==> config.mk <==
export PLATFORM = sky130hd
export DESIGN_NAME = color_mask
export DESIGN_NICKNAME = d
export VERILOG_FILES = /design/src/rtl/vision_pkg.sv /design/src/rtl/rgb565_to_cr.sv /design/src/rtl/color_mask.sv
export SDC_FILE = /design/constraint.sdc
export NUM_CORES = 1
export LEC_CHECK = 0
export CAP_MARGIN = 10
export CORE_MARGIN = 5
export CORE_UTILIZATION = 50
export DETAILED_ROUTE_END_ITERATION = 12
export GPL_TIMING_DRIVEN = 0
export HOLD_SLACK_MARGIN = 0.02
export PLACE_DENSITY = 0.76
export SYNTH_ARGS = -nofsm -noshare
export SYNTH_HDL_FRONTEND = slang
export SYNTH_HIERARCHICAL = 1
export SYNTH_SLANG_ARGS = --single-unit
==> constraint.sdc <==
create_clock -name clk_in -period 3.6 [get_ports clk_in]
set_input_delay 0.54 -clock clk_in [delete_from_list [all_inputs] [get_ports clk_in]]
set_output_delay 0.54 -clock clk_in [all_outputs]
set_load 0.02 [all_outputs]
==> src/rtl/vision_pkg.sv <==
// rtl/vision_pkg.sv - shared constants, types and helpers for the vision pipeline
package vision_pkg;

   localparam int unsigned H_ACTIVE_DEF = 1280;
   localparam int unsigned V_ACTIVE_DEF = 720;

   localparam int X_W   = 11;
   localparam int Y_W   = 10;
   localparam int CNT_W = 20;

   // Cr = 128 + ((112*R - 94*G - 18*B) >>> 8)
   localparam int CR_COEF_R = 112;
   localparam int CR_COEF_G = 94;
   localparam int CR_COEF_B = 18;
   localparam int CR_OFFSET = 128;

   typedef enum logic {
      WAIT_FRAME = 1'b0,
      ACTIVE     = 1'b1
   } mask_state_t;

   // Side-band that travels alongside the colour data through the pipeline
   typedef struct packed {
      logic           valid;
      logic           sof;
      logic           last;
      logic [X_W-1:0] x;
      logic [Y_W-1:0] y;
   } px_side_t;

   function automatic logic [7:0] expand5(input logic [4:0] c);
      return {c, c[4:2]};
   endfunction

   function automatic logic [7:0] expand6(input logic [5:0] c);
      return {c, c[5:4]};
   endfunction

endpackage

==> src/rtl/rgb565_to_cr.sv <==
// rtl/rgb565_to_cr.sv - RGB565 to Cr conversion, pipeline stages S1 to S3
module rgb565_to_cr
   import vision_pkg::*;
#(
   parameter int unsigned H_ACTIVE = H_ACTIVE_DEF,
   parameter int unsigned V_ACTIVE = V_ACTIVE_DEF
) (
   input  logic           clk_in,
   input  logic           rst_n_in,
   input  logic [15:0]    pixel_in,
   input  logic [X_W-1:0] hcount_in,
   input  logic [Y_W-1:0] vcount_in,
   input  logic           data_valid_in,
   output px_side_t       side_out,
   output logic [7:0]     cr_out
);

   px_side_t           in_side;
   px_side_t           s1_side;
   px_side_t           s2_side;
   logic [7:0]         s1_r8, s1_g8, s1_b8;
   logic [15:0]        s2_pr, s2_pg, s2_pb;
   logic signed [16:0] s3_sum;
   logic signed [9:0]  s3_cr_wide;
   logic [7:0]         s3_cr_clamped;

   // Eligibility: blanking samples never enter the pipeline as valid pixels
   always_comb begin
      in_side       = '0;
      in_side.valid = data_valid_in
                      && (hcount_in < X_W'(H_ACTIVE))
                      && (vcount_in < Y_W'(V_ACTIVE));
      in_side.sof   = in_side.valid && (hcount_in == '0) && (vcount_in == '0);
      in_side.last  = in_side.valid
                      && (hcount_in == X_W'(H_ACTIVE - 1))
                      && (vcount_in == Y_W'(V_ACTIVE - 1));
      in_side.x     = hcount_in;
      in_side.y     = vcount_in;
   end

   // S1: capture pixel and expand each channel to 8 bits
   always_ff @(posedge clk_in or negedge rst_n_in) begin
      if (!rst_n_in) begin
         s1_side <= '0;
         s1_r8   <= '0;
         s1_g8   <= '0;
         s1_b8   <= '0;
      end else begin
         s1_side <= in_side;
         s1_r8   <= expand5(pixel_in[15:11]);
         s1_g8   <= expand6(pixel_in[10:5]);
         s1_b8   <= expand5(pixel_in[4:0]);
      end
   end

   // S2: the three coefficient products, all non-negative magnitudes
   always_ff @(posedge clk_in or negedge rst_n_in) begin
      if (!rst_n_in) begin
         s2_side <= '0;
         s2_pr   <= '0;
         s2_pg   <= '0;
         s2_pb   <= '0;
      end else begin
         s2_side <= s1_side;
         s2_pr   <= 16'(s1_r8) * 16'(CR_COEF_R);
         s2_pg   <= 16'(s1_g8) * 16'(CR_COEF_G);
         s2_pb   <= 16'(s1_b8) * 16'(CR_COEF_B);
      end
   end

   // Signed sum, floor shift, offset and defensive clamp to 0..255
   always_comb begin
      s3_sum     = $signed({1'b0, s2_pr}) - $signed({1'b0, s2_pg}) - $signed({1'b0, s2_pb});
      s3_cr_wide = 10'(s3_sum >>> 8) + 10'(CR_OFFSET);
      if (s3_cr_wide < 10'sd0) begin
         s3_cr_clamped = 8'd0;
      end else if (s3_cr_wide > 10'sd255) begin
         s3_cr_clamped = 8'd255;
      end else begin
         s3_cr_clamped = s3_cr_wide[7:0];
      end
   end

   // S3: register the Cr value with its side-band
   always_ff @(posedge clk_in or negedge rst_n_in) begin
      if (!rst_n_in) begin
         side_out <= '0;
         cr_out   <= '0;
      end else begin
         side_out <= s2_side;
         cr_out   <= s3_cr_clamped;
      end
   end

endmodule

==> src/rtl/color_mask.sv <==
// rtl/color_mask.sv - Cr window mask with frame tracking and masked-pixel count
module color_mask
   import vision_pkg::*;
#(
   parameter int unsigned H_ACTIVE = H_ACTIVE_DEF,
   parameter int unsigned V_ACTIVE = V_ACTIVE_DEF
) (
   input  logic             clk_in,
   input  logic             rst_n_in,
   input  logic [15:0]      pixel_in,
   input  logic [X_W-1:0]   hcount_in,
   input  logic [Y_W-1:0]   vcount_in,
   input  logic             data_valid_in,
   input  logic [7:0]       lower_in,
   input  logic [7:0]       upper_in,
   output logic [X_W-1:0]   x_out,
   output logic [Y_W-1:0]   y_out,
   output logic             valid_out,
   output logic             tabulate_out,
   output logic [CNT_W-1:0] pixel_count_out
);

   px_side_t         s3_side;
   logic [7:0]       s3_cr;
   mask_state_t      state, state_nxt;
   logic [7:0]       pend_lo, pend_hi;
   logic [7:0]       lat_lo, lat_hi;
   logic [7:0]       eff_lo, eff_hi;
   logic [CNT_W-1:0] cnt, cnt_base, cnt_nxt;
   logic             last_q;
   logic             start_in;
   logic             frame_go;
   logic             emit;
   logic             frame_end;

   rgb565_to_cr #(
      .H_ACTIVE (H_ACTIVE),
      .V_ACTIVE (V_ACTIVE)
   ) u_cr (
      .clk_in        (clk_in),
      .rst_n_in      (rst_n_in),
      .pixel_in      (pixel_in),
      .hcount_in     (hcount_in),
      .vcount_in     (vcount_in),
      .data_valid_in (data_valid_in),
      .side_out      (s3_side),
      .cr_out        (s3_cr)
   );

   assign start_in = data_valid_in && (hcount_in == '0) && (vcount_in == '0);

   // Bounds are sampled when (0,0) is accepted but only take over from the
   // running bounds when that pixel reaches the compare stage, so pixels of
   // the previous frame still in flight keep their own window
   always_ff @(posedge clk_in or negedge rst_n_in) begin
      if (!rst_n_in) begin
         pend_lo <= '0;
         pend_hi <= '0;
      end else if (start_in) begin
         pend_lo <= lower_in;
         pend_hi <= upper_in;
      end
   end

   // FSM state register
   always_ff @(posedge clk_in or negedge rst_n_in) begin
      if (!rst_n_in) begin
         state <= WAIT_FRAME;
      end else begin
         state <= state_nxt;
      end
   end

   // FSM next state: the first frame start seen at the compare stage arms the block
   always_comb begin
      state_nxt = state;
      if (s3_side.valid && s3_side.sof) begin
         state_nxt = ACTIVE;
      end
   end

   // FSM outputs: window compare, emission, frame end and counter update
   always_comb begin
      frame_go  = s3_side.valid && ((state == ACTIVE) || s3_side.sof);
      eff_lo    = s3_side.sof ? pend_lo : lat_lo;
      eff_hi    = s3_side.sof ? pend_hi : lat_hi;
      emit      = frame_go && (s3_cr >= eff_lo) && (s3_cr <= eff_hi);
      frame_end = frame_go && s3_side.last;
      cnt_base  = (last_q || (s3_side.valid && s3_side.sof)) ? '0 : cnt;
      cnt_nxt   = (emit && (cnt_base != {CNT_W{1'b1}})) ? cnt_base + 1'b1 : cnt_base;
   end

   // S4 registers, running bounds, count and the trailing tabulate pulse
   always_ff @(posedge clk_in or negedge rst_n_in) begin
      if (!rst_n_in) begin
         lat_lo          <= '0;
         lat_hi          <= '0;
         x_out           <= '0;
         y_out           <= '0;
         valid_out       <= 1'b0;
         tabulate_out    <= 1'b0;
         pixel_count_out <= '0;
         cnt             <= '0;
         last_q          <= 1'b0;
      end else begin
         if (s3_side.valid && s3_side.sof) begin
            lat_lo <= pend_lo;
            lat_hi <= pend_hi;
         end
         valid_out <= emit;
         if (emit) begin
            x_out <= s3_side.x;
            y_out <= s3_side.y;
         end
         last_q       <= frame_end;
         tabulate_out <= last_q;
         if (last_q) begin
            pixel_count_out <= cnt;
         end
         cnt <= cnt_nxt;
      end
   end

endmodule

==> results.md, run 1 <==
Status:
- The run finished, with violations left.
- The final reports fail on setup timing.

Final layout:
- The core occupancy in the finished layout is 0.627.
- In the final design database the tool counted 1146 nets.
- With fillers left out, the area of the finished cells amounts to 13200 um2.
- Leaving out fill and tap cells, the most frequent cell in the layout is sky130_fd_sc_hd__dfrtp_1.
- After the flow finishes, the layout carries non-filler instances totaling 1269.
- The top cell types in the final layout, fill and taps aside, are sky130_fd_sc_hd__dfrtp_1 (224), sky130_fd_sc_hd__clkdlybuf4s50_1 (97), sky130_fd_sc_hd__ha_1 (80), sky130_fd_sc_hd__mux2_2 (76), sky130_fd_sc_hd__inv_1 (73).
- Compared with the post-synthesis result, the final layout area differs by 23.0%.
- The final antenna diode count is 0.
- The fraction of final layout cells sized beyond drive strength 1 is 0.174.

Detailed routing:
- The remaining antenna violation count is 0.
- For this block, the via count after detailed routing is 6555.
- The total length of routed wires is 19300 um.
- The first detailed-routing pass took 4 iterations.
- The total DRC errors in the routed layout is 0.
- The number of DRC markers after the initial detailed-route iteration is 321.
- In the routed layout, each cell is associated on average with a via count of 5.17.
- The average wire length per cell after detail routing is 15.2 um.

Global routing:
- The maximum number of pins on one net before global-route repair is 125.
- The initial antenna violation count is 0.
- The number of global-route vias before repair is 6888.
- The overall fraction of global-route tracks in use is 0.164.
- The first global-routing pass estimated 33300 um of wire.
- The aggregate global routing overflow is 0.

Logic synthesis:
- The warning count from the yosys run is 6.
- The post-synthesis instance area is 10800 um2.
- The count of different cell masters after synthesis is 61.
- Synthesis produced 842 cells.
- The share of the Yosys chip area taken by registers is 0.535.
- Counting flops and latches in the post-synthesis netlist gives 230.
- In the synthesized netlist the dominant register cell turns out to be sky130_fd_sc_hd__dfrtp_1.
- The number of nets handed over by synthesis was 1010.
- The share of flip-flops with an asynchronous set or reset after synthesis is 1.00.
- Yosys mapped a number of flops with a built-in enable equal to 0.
- The synthesized area per cell is 12.8 um2.

Worst setup path:
- For the worst setup path, the data arrival time is 4.10 ns.
- The startpoint type of the worst setup path is a flop.
- The type of destination of the critical path is a flop.
- The worst endpoint required time is 4.03 ns.
- The class of the most critical setup path is reg2reg.
- Along the worst path, the maximum fanout reaches 2.

STA:
- The shortest period the worst path allows is 3.67 ns.
- The period utilization is 1.02.
- Across the routed clock network, the largest skew measured is 0.0155 ns.
- The final setup violation count is 1.
- The actual slew at the worst max-slew pin is 0.777 ns.
- The relative max-transition margin is 0.482.
- The least setup slack across all paths after layout is -0.0682 ns.
- Setup repair after global routing could not meet its margin everywhere.
- The achievable clock frequency is 273 MHz.
- The number of hold-slack violations in the final timing report is 0.
- The number of slew-limit violations in the final report was 0.

Power:
- The leakage component of the power is 6.28 nW.
- Power spread over the standard cell area amounts to 649 nW/um2.
- The largest voltage drop on the vdd net is 421 uV.

Clocking:
- The root cell of the clock tree is sky130_fd_sc_hd__clkbuf_16.
- The clock passes through at most 3 buffers.
- The tree built by TritonCTS fans out to 230 sinks.
- The clock latency at the later pin of the worst-skew pair is 0.51 ns.
- The number of hold buffers added after CTS was 0.
- In this run the number of H-tree levels came out at 1.
- The clock tree from TritonCTS is yes.
- Clock-pin slew was measured on the worst setup and hold paths at 0.06 ns.
- Counting the buffers created by CTS gives 24.

Place:
- The half-perimeter wire length of the detailed placement result is 14000 um.
- Prior to clock tree synthesis, the placed netlist has a worst setup slack of -0.183 ns.
- After detailed placement, the total cell area comes to 12200 um2.
- Buffers placed on the I/O ports in this run total 98.
- In this run, placement finished with an instance count of 1217.
- Routability-driven placement finished with a final weighted congestion of 0.826.

Die:
- For this design the top-level I/O count stands at 99.
- The effective utilization at floorplan is 0.510.
- The horizontal die dimension is 157 um.
- The die covers 24500 um2.
- The die is 157 um tall.
- The initialized floorplan defines 53 standard-cell rows.
- In this run the standard cell core region covers 21100 um2.

Min path:
- The min-delay analysis places its worst path in the category in2async.

Job:
- Max-cap violations in this run came to 0.
[layout make-up]
type,count,area [um2]
clock buffer,32,661
timing repair buffer,110,1130
multi-input combinational,522,4750
clock inverter,10,191
sequential,230,5760
tap,275,344
fill,1631,7860
inverter,76,285
buffer,14,103
[sequential cells by signal (all words and copies together) (netlist names), 10 cells and up]
register / flops
u_cr/s2_pg: 14
pixel_count_out: 20
u_cr/s1_side: 24
u_cr/side_out: 24
u_cr/s2_side: 24
x_out: 11
u_cr/s2_pr: 11
u_cr/s2_pb: 12
cnt: 20
y_out: 10
[worst max-delay path: stages (launching register included)]
cell and delay (ns):
sky130_fd_sc_hd__dfrtp_2 0.44, sky130_fd_sc_hd__fa_1 0.48, sky130_fd_sc_hd__ha_1 0.30, sky130_fd_sc_hd__inv_2 0.04, sky130_fd_sc_hd__fa_1 0.51, sky130_fd_sc_hd__inv_2 0.05, sky130_fd_sc_hd__fa_2 0.33, sky130_fd_sc_hd__a21o_1 0.18
sky130_fd_sc_hd__a21oi_2 0.16, sky130_fd_sc_hd__o21ai_2 0.08, sky130_fd_sc_hd__or4_4 0.50, sky130_fd_sc_hd__a31o_4 0.25, sky130_fd_sc_hd__a21oi_4 0.15, sky130_fd_sc_hd__xnor2_2 0.13
[per-stage QoR]
step | setup TNS (ns) | hold WS [ns] | power [mW]
6_report | -0.0682 | 0.107 | 8.59
5_1_grt | -0.220 | 0.133 | 9.28
4_1_cts | -0.122 | 0.117 | 8.50
3_5_place_dp | -0.183 | 0.335 | 5.78
3_3_place_gp | -1696.32 | 0.332 | 5.70
2_1_floorplan | 0 | 0.244 | 5.18
[worst paths after layout]
| kind | slack [ns] | from | depth (start not counted) | to |
|---|---|---|---|---|
| worst max-delay path | -0.07 | u_cr/s1_g8[2] | 13 | u_cr/s2_pg[14] |
| worst min-delay path | 0.11 | rst_n_in | 2 | pend_lo[2] |
| worst max register to register | -0.07 | u_cr/s1_g8[2] | 13 | u_cr/s2_pg[14] |
| worst min register to register | 0.34 | u_cr/s1_side[14] | 0 | u_cr/s2_side[14] |
| max in group asynchronous | 2.59 | rst_n_in | 3 | y_out[6] |
| min in group clk_in | 0.34 | u_cr/s1_side[14] | 0 | u_cr/s2_side[14] |
[logic make-up after synthesis]
group | after synthesis | share of synthesized area
XOR/XNOR | 38 | 0.0310
adder cells (fa/ha/maj) | 112 | 0.148
AO/OA/AOI/OAI | 92 | 0.0569
buffers and inverters | 90 | 0.0361
flip-flops | 230 | 0.535
AND/OR/NAND/NOR | 181 | 0.0918
multiplexers | 99 | 0.101
[metal layers]
| layer | GRT usage | vias up | part of all wire |
|---|---|---|---|
| met4 | 0.0421 | 0 | 0.017 |
| met1 | 0.216 | 3217 | 0.43 |
| met2 | 0.285 | 120 | 0.51 |
| li1 | - | 3188 | - |
| met5 | 0 | - | 0 |
| met3 | 0.0268 | 30 | 0.039 |
[cells in the mapped netlist (all sizes together), types with 3 or more instances]
cell      n  area share
inv      76       0.027
or3       4      0.0023
dfrtp   230        0.54
xnor2    24       0.020
ha       87        0.10
and3      9      0.0052
a21oi    35       0.018
a211o     3      0.0024
nor3      9      0.0052
nand3    13      0.0061
a211oi    4      0.0033
buf       8      0.0074
nand4b    3      0.0024
nand4    20       0.012
mux2i    23       0.021
clkbuf    6      0.0021
nor2b     6      0.0035
nand2    42       0.015
fa       25       0.047
nand2b   15      0.0087
nor4     11      0.0084
mux2     76       0.080
a21o     10      0.0070
xor2     14       0.011
and2      4      0.0023
a31oi     4      0.0023
o21ai    19      0.0088
nor2     35       0.012
[power by group]
group / switching, mW / leakage [nW] / internal, mW / total (mW)
Combinational: 1.61 / 2.95 / 1.44 / 3.05
Clock: 0.958 / 0.409 / 1.65 / 2.61
Sequential: 0.104 / 2.93 / 2.83 / 2.94
Total: 2.67 / 6.28 / 5.92 / 8.59
[repair_timing]
item | CTS | global route
gates resized for setup | 9 | 15
setup endpoints to repair | 2 | 9
pin swaps | 13 | 13
buffers inserted | 7 | 3
Note: power is estimated with default switching activity, not from simulation.
==> run 2: changes to the inputs <==
--- a/config.mk
+++ b/config.mk
@@ -9,7 +9,6 @@
 export CORE_MARGIN = 5
 export CORE_UTILIZATION = 50
 export DETAILED_ROUTE_END_ITERATION = 12
-export GPL_TIMING_DRIVEN = 0
 export HOLD_SLACK_MARGIN = 0.02
 export PLACE_DENSITY = 0.76
 export SYNTH_ARGS = -nofsm -noshare
==> results.md, run 2 (same netlist as run 1, synthesis figures left out) <==
Status:
- The flow ran to the end, but the final reports show violations.
- The final reports fail on setup timing.

STA:
- Setup repair after global routing could not meet its margin everywhere.
- The final worst clock skew is 0.0157 ns (+0.000160 ns).
- The least setup slack across all paths after layout is -0.0561 ns (+0.0121 ns).
- The final setup violation count is 1 (unchanged).
- The period utilization is 1.02 (-0.00337).
- The achievable clock frequency is 274 MHz (+0.33%).
- The number of hold-slack violations in the final timing report is 0 (unchanged).
- The relative max-transition margin is 0.466 (-0.0155).
- The shortest period the worst path allows is 3.66 ns (-0.0121 ns).
- The number of slew-limit violations in the final report was 0 (unchanged).
- The actual slew at the worst max-slew pin is 0.801 ns (+0.0233 ns).

Global routing:
- The initial antenna violation count came to 0 (unchanged).
- The aggregate global routing overflow was 0 (unchanged).
- The global-route wire length before repair is 33600 um (+0.96%).
- The maximum number of pins on one net before global-route repair is 106 (-15%).
- The number of global-route vias before repair is 6847 (-0.60%).
- The overall fraction of global-route tracks in use is 0.166 (+0.00155).

Worst setup path:
- The worst endpoint required time is 4.03 ns (about the same).
- The critical path data arrival time came to 4.08 ns (-0.02 ns).
- The master of the slowest instance on the critical path is sky130_fd_sc_hd__fa_1.
- The length in cells of the worst reg-to-reg path is 12 (-1).
- The maximum fanout along the worst path is 6 (+4).
- The beginning of the worst register-to-register path is u_cr/s1_g8[6].
- The slack of the worst reg-to-reg path is -0.06 ns (about the same).
- The biggest cell delay along the critical path is 0.56 ns (+0.05 ns).
- The termination of the worst setup path is u_cr/s2_pg[14].
- The capture instance of the worst register-to-register path is u_cr/s2_pg[14].
- The worst setup path is captured at a flop.
- Walking the worst path, the cells encountered are inv_1, fa_1, fa_1, fa_1, inv_1, ha_4, a21oi_4, o21ai_2, or4_4, a31o_4, a21oi_2, xnor2_1.
- The origin of the worst setup path is u_cr/s1_g8[6].
- The startpoint type of the worst setup path is a flop.
- By startpoint and endpoint, the worst setup path is classified as reg2reg.
- Among the stages of the critical path, the cell type that occurs most often is sky130_fd_sc_hd__fa_1.

Final layout:
- The area of all placed cells without fillers is 13200 um2 (about the same).
- The final antenna diode count came to 0 (unchanged).
- Leaving out fill and tap cells, the most frequent cell in the layout is sky130_fd_sc_hd__dfrtp_1.
- The area taken by flip-flops and latches is 5760 um2 (about the same).
- The multi-input gate area in the final layout is 4740 um2 (-0.29%).
- The post-route non-filler standard cell count is 1274 (+0.39%).
- The library cells used most frequently in the layout, excluding fill and tap cells, are sky130_fd_sc_hd__dfrtp_1 (226), sky130_fd_sc_hd__clkdlybuf4s50_1 (97), sky130_fd_sc_hd__ha_1 (80), sky130_fd_sc_hd__mux2_2 (76), sky130_fd_sc_hd__inv_1 (73).
- The fraction of final layout cells sized beyond drive strength 1 was 0.185 (+0.0111).
- The signed area change from the synthesized netlist to the final layout is 22.9% (about the same).
- The number of nets in the layout was 1149 (+0.26%).
- The largest registers in the layout are u_cr/s1_side (24), u_cr/s2_side (24), u_cr/side_out (24).
- The number of inserted filler cells in the final layout came to 1618 (-0.80%).

Clocking:
- The number of CTS-inserted buffers is 24 (unchanged).
- The root cell of the clock tree is sky130_fd_sc_hd__clkbuf_16.
- The number of levels the H-tree was split into came to 1 (unchanged).
- The clock latency at the later pin of the worst-skew pair is 0.51 ns (about the same).
- The clock sink count is 230 (unchanged).
- The clock tree from TritonCTS is yes.
- The maximum clock insertion buffer count is 3 (unchanged).
- The CTS clock-pin slew for the worst setup and hold paths came to 0.06 ns (about the same).
- The quantity of hold-fixing buffers added after cts came to 0 (unchanged).

Place:
- The pre-CTS setup slack is -0.0764 ns (+0.107 ns).
- The count of input and output buffers came to 98 (unchanged).
- The post-detailed-placement cell area is 12200 um2 (+0.27%).
- The cell count after placement is 1223 (+0.49%).
- The half-perimeter wire length of the detailed placement result is 14200 um (+1.5%).
- The placer congestion estimate was 0.821 (-0.64%).

Die:
- The area of the placeable core is 21100 um2 (unchanged).
- The number of rows in the core area is 53 (unchanged).
- The die height is 157 um (unchanged).
- The die area is 24500 um2 (unchanged).
- The effective utilization at floorplan is 0.510 (unchanged).
- The I/O pin count is 99 (unchanged).
- The horizontal die dimension came to 157 um (unchanged).

Job:
- The number of violations of the max-capacitance limit was 0 (unchanged).

Detailed routing:
- The first-pass detailed-route iteration total is 4 (unchanged).
- The average wire length per cell after detail routing is 15.3 um (+0.75%).
- The total DRC errors in the routed layout is 0 (unchanged).
- The remaining antenna violation count was 0 (unchanged).
- The number of DRC markers after the initial detailed-route iteration was 243 (-24%).
- The total length of routed wires was 19600 um (+1.1%).
- The via count came to 6546 (-0.14%).
- The via count normalized by instance count is 5.14 (-0.53%).

Power:
- The combinational share of power is 0.361 (+0.006).
- The switching component of the power was 2.72 mW (+1.9%).
- The largest voltage drop on the vdd net is 463 uV (+10%).
- The leakage component of the power is 6.30 nW (+0.33%).
- The internal portion of total power is 5.90 mW (-0.37%).
- The part of the total power dissipated in sequential elements came to 0.341 (about the same).
- The share of total power in the clock network is 0.299 (-0.004).
- The switching power as a share of total power was 0.316 (+0.00493).
- The power density over the cells is 652 nW/um2 (+0.43%).
- The overall power consumption was 8.62 mW (+0.35%).

Min path:
- The worst hold path belongs to the class in2async.
==> run 2: power groups by stage <==
stage               registers, mW  clock network [mW]  logic (mW)
floorplan                    2.94                   0        2.24
global placement             2.97                   0        2.77
detailed placement           2.98                   0        2.87
CTS                          2.94                2.64        2.96
global route                 2.96                2.76        3.55
finish                       2.94                2.57        3.11
==> run 2: worst max-delay path, delay by kind of cell, from the launching register on <==
kind,cells,cell delay [ns]
adders and majority gates,4,1.80
AOI/OAI and AO/OA,4,0.60
and+or+nand+nor,1,0.49
DFF,1,0.41
buffers and inverters,2,0.13
xor gates and xnor gates,1,0.13
==> run 2: layer usage <==
| metal | global-route usage | wire length, um | up-vias |
|---|---|---|---|
| met5 | 0 | 0 | - |
| met3 | 0.0243 | 723 | 28 |
| met2 | 0.290 | 10100 | 106 |
| li1 | - | - | 3199 |
| met1 | 0.219 | 8400 | 3213 |
| met4 | 0.0397 | 327 | 0 |
==> run 2: how the worst min path moves through the flow <==
stage / end / cells after the start
after floorplan: cnt[0] / 0
after global placement: u_cr/side_out[1] / 0
after detailed placement: u_cr/side_out[1] / 0
after CTS: cnt[5] / 1
after global routing: pend_lo[2] / 1
final: pend_lo[2] / 1
==> run 2: cell type report <==
cell class              count  area share
flip-flops and latches    230       0.436
multi-input cells         522       0.358
repair buffers            127      0.0933
clock buffers              34      0.0536
well taps                 275      0.0260
inverters                  76      0.0216
clock inverters            10      0.0113
==> run 2: repair_timing <==
| item | 4_1_cts | 5_1_grt |
|---|---|---|
| pin swaps | 12 | 6 |
| setup endpoints to repair | 1 | 9 |
| gates cloned | 0 | 0 |
| setup buffers | 2 | 5 |
| endpoints found under the hold margin | 0 | 0 |
| resized for setup | 12 | 9 |
==> run 2: metrics by stage <==
| stage | setup TNS [ns] | util | hold slack, ns |
|---|---|---|---|
| floorplan | 0 | - | 0.244 |
| global placement | -0.0130 | 0.578 | 0.332 |
| detailed placement | -0.0764 | 0.578 | 0.336 |
| CTS | -0.0596 | 0.623 | 0.116 |
| global route | -0.180 | 0.627 | 0.161 |
| finish | -0.0561 | 0.627 | 0.0780 |
==> run 3: changes to the inputs <==
--- a/config.mk
+++ b/config.mk
@@ -8,9 +8,11 @@
 export CAP_MARGIN = 10
 export CORE_MARGIN = 5
 export CORE_UTILIZATION = 50
+export CTS_CLUSTER_DIAMETER = 50
 export DETAILED_ROUTE_END_ITERATION = 12
 export HOLD_SLACK_MARGIN = 0.02
 export PLACE_DENSITY = 0.76
+export RECOVER_POWER = 25
 export SYNTH_ARGS = -nofsm -noshare
 export SYNTH_HDL_FRONTEND = slang
 export SYNTH_HIERARCHICAL = 1
==> results.md, run 3 (same netlist as run 1, synthesis figures left out) <==
Status:
- The run finished, with violations left.
- The checks that failed: setup timing.

STA:
- Setup repair after global routing could not meet its margin everywhere.
- The shortest period the worst path allows is 3.67 ns (+0.00905 ns).
- The number of slew-limit violations in the final report is 0 (unchanged).
- The actual slew at the worst max-slew pin is 0.799 ns (-0.00204 ns).
- The final setup violation count is 1 (unchanged).
- The relative max-transition margin is 0.468 (+0.00136).
- The final worst clock skew is 0.0223 ns (+0.00669 ns).
- The number of hold-slack violations in the final timing report is 0 (unchanged).
- The least setup slack across all paths after layout is -0.0652 ns (-0.00905 ns).
- The achievable clock frequency is 273 MHz (-0.25%).
- The period utilization was 1.02 (+0.00251).
- The total negative slack is -0.0652 ns (-0.00905 ns).

Detailed routing:
- The via count normalized by instance count is 5.16 (+0.42%).
- The via count is 6589 (+0.66%).
- The first-pass detailed-route iteration total is 4 (unchanged).
- The total DRC errors in the routed layout is 0 (unchanged).
- The average wire length per cell after detail routing came to 15.4 um (+0.45%).
- The remaining antenna violation count is 0 (unchanged).
- The total length of routed wires came to 19700 um (+0.69%).
- The number of DRC markers after the initial detailed-route iteration is 257 (+5.8%).

Die:
- The die height is 157 um (unchanged).
- The I/O pin count was 99 (unchanged).
- The number of rows in the core area is 53 (unchanged).
- The area of the placeable core is 21100 um2 (unchanged).
- The die area is 24500 um2 (unchanged).
- The effective utilization at floorplan is 0.510 (unchanged).
- The horizontal die dimension is 157 um (unchanged).

Worst setup path:
- The critical path is of the reg2reg type.
- The worst endpoint required time is 4.03 ns (about the same).
- The type of destination of the critical path is a flop.
- The biggest cell delay along the critical path was 0.57 ns (about the same).
- Among all stages on the critical path, the largest delay is contributed by sky130_fd_sc_hd__fa_1.
- The critical path data arrival time is 4.09 ns (about the same).
- The cell that appears most often on the critical path is sky130_fd_sc_hd__fa_1.
- The count of buffering cells on the critical path with inverters included came to 2 (unchanged).
- The critical path goes through inv_1, fa_1, fa_1, fa_1, inv_1, ha_4, a21oi_4, o21ai_2, or4_4, a31o_4, a21oi_2, xnor2_1.
- The maximum fanout along the worst path is 3 (-3).
- The worst setup path is launched from a flop.
- The kind of cell with the highest combined delay along the critical path is adder cells.

Final layout:
- The library cells used most frequently in the layout, excluding fill and tap cells, are sky130_fd_sc_hd__dfrtp_1 (226), sky130_fd_sc_hd__ha_1 (80), sky130_fd_sc_hd__mux2_2 (76), sky130_fd_sc_hd__inv_1 (73), sky130_fd_sc_hd__clkdlybuf4s50_1 (61).
- The final antenna diode count was 0 (unchanged).
- The number of nets in the layout is 1150 (+0.087%).
- The core occupancy in the finished layout is 0.632 (+0.00564).
- The fraction of final layout cells sized beyond drive strength 1 is 0.189 (+0.00344).
- The most common library cell in the layout ignoring fill and taps is sky130_fd_sc_hd__dfrtp_1.
- The signed area change from the synthesized netlist to the final layout is 24.0%.
- The largest registers in the layout are u_cr/s1_side (24), u_cr/s2_side (24), u_cr/side_out (24).

Power:
- The combinational share of power is 0.344 (-0.017).
- The leakage component of the power is 6.37 nW (+1.1%).
- The switching power as a share of total power was 0.313 (-0.00208).
- The part of the total power dissipated in sequential elements is 0.329 (-0.012).
- The internal portion of total power was 6.13 mW (+3.9%).
- The share of total power in the clock network is 0.327 (+0.028).
- The largest voltage drop on the vdd net is 478 uV (+3.2%).
- The power density over the cells is 670 nW/um2 (+2.7%).
- The switching component of the power came to 2.80 mW (+2.9%).

Global routing:
- The number of global-route vias before repair is 6906 (+0.86%).
- The overall fraction of global-route tracks in use is 0.167 (+0.00181).
- The aggregate global routing overflow is 0 (unchanged).
- The global-route wire length before repair came to 33900 um (+0.80%).
- The initial antenna violation count is 0 (unchanged).
- The maximum number of pins on one net before global-route repair came to 106 (unchanged).

Clocking:
- TritonCTS built the clock tree.
- The root cell of the clock tree is sky130_fd_sc_hd__clkbuf_16.
- The quantity of hold-fixing buffers added after cts was 0 (unchanged).
- The clock latency at the later pin of the worst-skew pair is 0.53 ns (+0.02 ns).
- The number of CTS-inserted buffers is 26 (+8.3%).
- The clock sink count is 230 (unchanged).
- The maximum clock insertion buffer count came to 3 (unchanged).
- The CTS clock-pin slew for the worst setup and hold paths is 0.06 ns (about the same).
- The number of levels the H-tree was split into is 1 (unchanged).

Min path:
- The type of the tightest min-delay check is in2async.

Job:
- The number of violations of the max-capacitance limit is 0 (unchanged).

Place:
- The placer congestion estimate was 0.821 (unchanged).
- The count of input and output buffers came to 98 (unchanged).
- The half-perimeter wire length of the detailed placement result was 14200 um (unchanged).
- The pre-CTS setup slack is -0.0764 ns (unchanged).
[run 3: final timing paths]
kind | to | start | slack (ns) | cells after the start
max | u_cr/s2_pg[14] | u_cr/s1_g8[5] | -0.07 | 12
min | pend_lo[2] | rst_n_in | 0.04 | 1
max reg2reg | u_cr/s2_pg[14] | u_cr/s1_g8[5] | -0.07 | 12
min reg2reg | u_cr/side_out[18] | u_cr/s2_side[18] | 0.33 | 0
max in group asynchronous | u_cr/s1_side[11] | rst_n_in | 2.64 | 2
min in group clk_in | u_cr/side_out[18] | u_cr/s2_side[18] | 0.33 | 0
[run 3: per-layer routing]
metal | part of all wire | vias to the layer above | routed length, um | GRT usage
met4 | 0.027 | 0 | 535 | 0.0450
met5 | 0 | - | 0 | 0
met2 | 0.51 | 119 | 10000 | 0.290
met3 | 0.037 | 42 | 720 | 0.0257
li1 | - | 3205 | - | -
met1 | 0.43 | 3223 | 8410 | 0.221
[run 3: what timing repair did]
action / CTS / global route
buffers inserted: 2 / 4
pin swaps: 12 / 6
endpoints found under the setup margin: 1 / 8
resized for setup: 12 / 7
[run 3: worst register-to-register path, delay by kind of cell, from the launching register on]
kind            cells  cell delay [ns]
compound gates      4             0.62
xor+xnor            1             0.14
fa+ha+maj           4             1.82
buf+inv             2             0.14
flops               1             0.39
simple gates        1             0.49
[run 3: per-stage QoR]
stage | hold WS (ns) | instance area (um2) | instances | power [mW]
after floorplan | 0.244 | 10800 | 842 | 5.18
after global placement | 0.332 | 12200 | 1223 | 5.75
after detailed placement | 0.336 | 12200 | 1223 | 5.85
after CTS | 0.0939 | 13300 | 1273 | 8.89
after global routing | 0.125 | 13300 | 1277 | 9.59
final | 0.0387 | 13300 | 1277 | 8.93
[run 3: power groups by stage]
stage / sequential (mW) / clock [mW] / combinational (mW)
after global routing: 2.96 / 3.11 / 3.52
after detailed placement: 2.98 / 0 / 2.87
after CTS: 2.94 / 2.99 / 2.96
final: 2.93 / 2.92 / 3.08
after floorplan: 2.94 / 0 / 2.24
after global placement: 2.97 / 0 / 2.77
[run 3: layout make-up]
class                      instances  area (um2)
sequential                       230        5760
timing repair buffer             126        1220
clock buffer                      30         706
fill                            1606        7750
multi-input combinational        522        4730
tap                              275         344
clock inverter                    18         285
inverter                          76         285
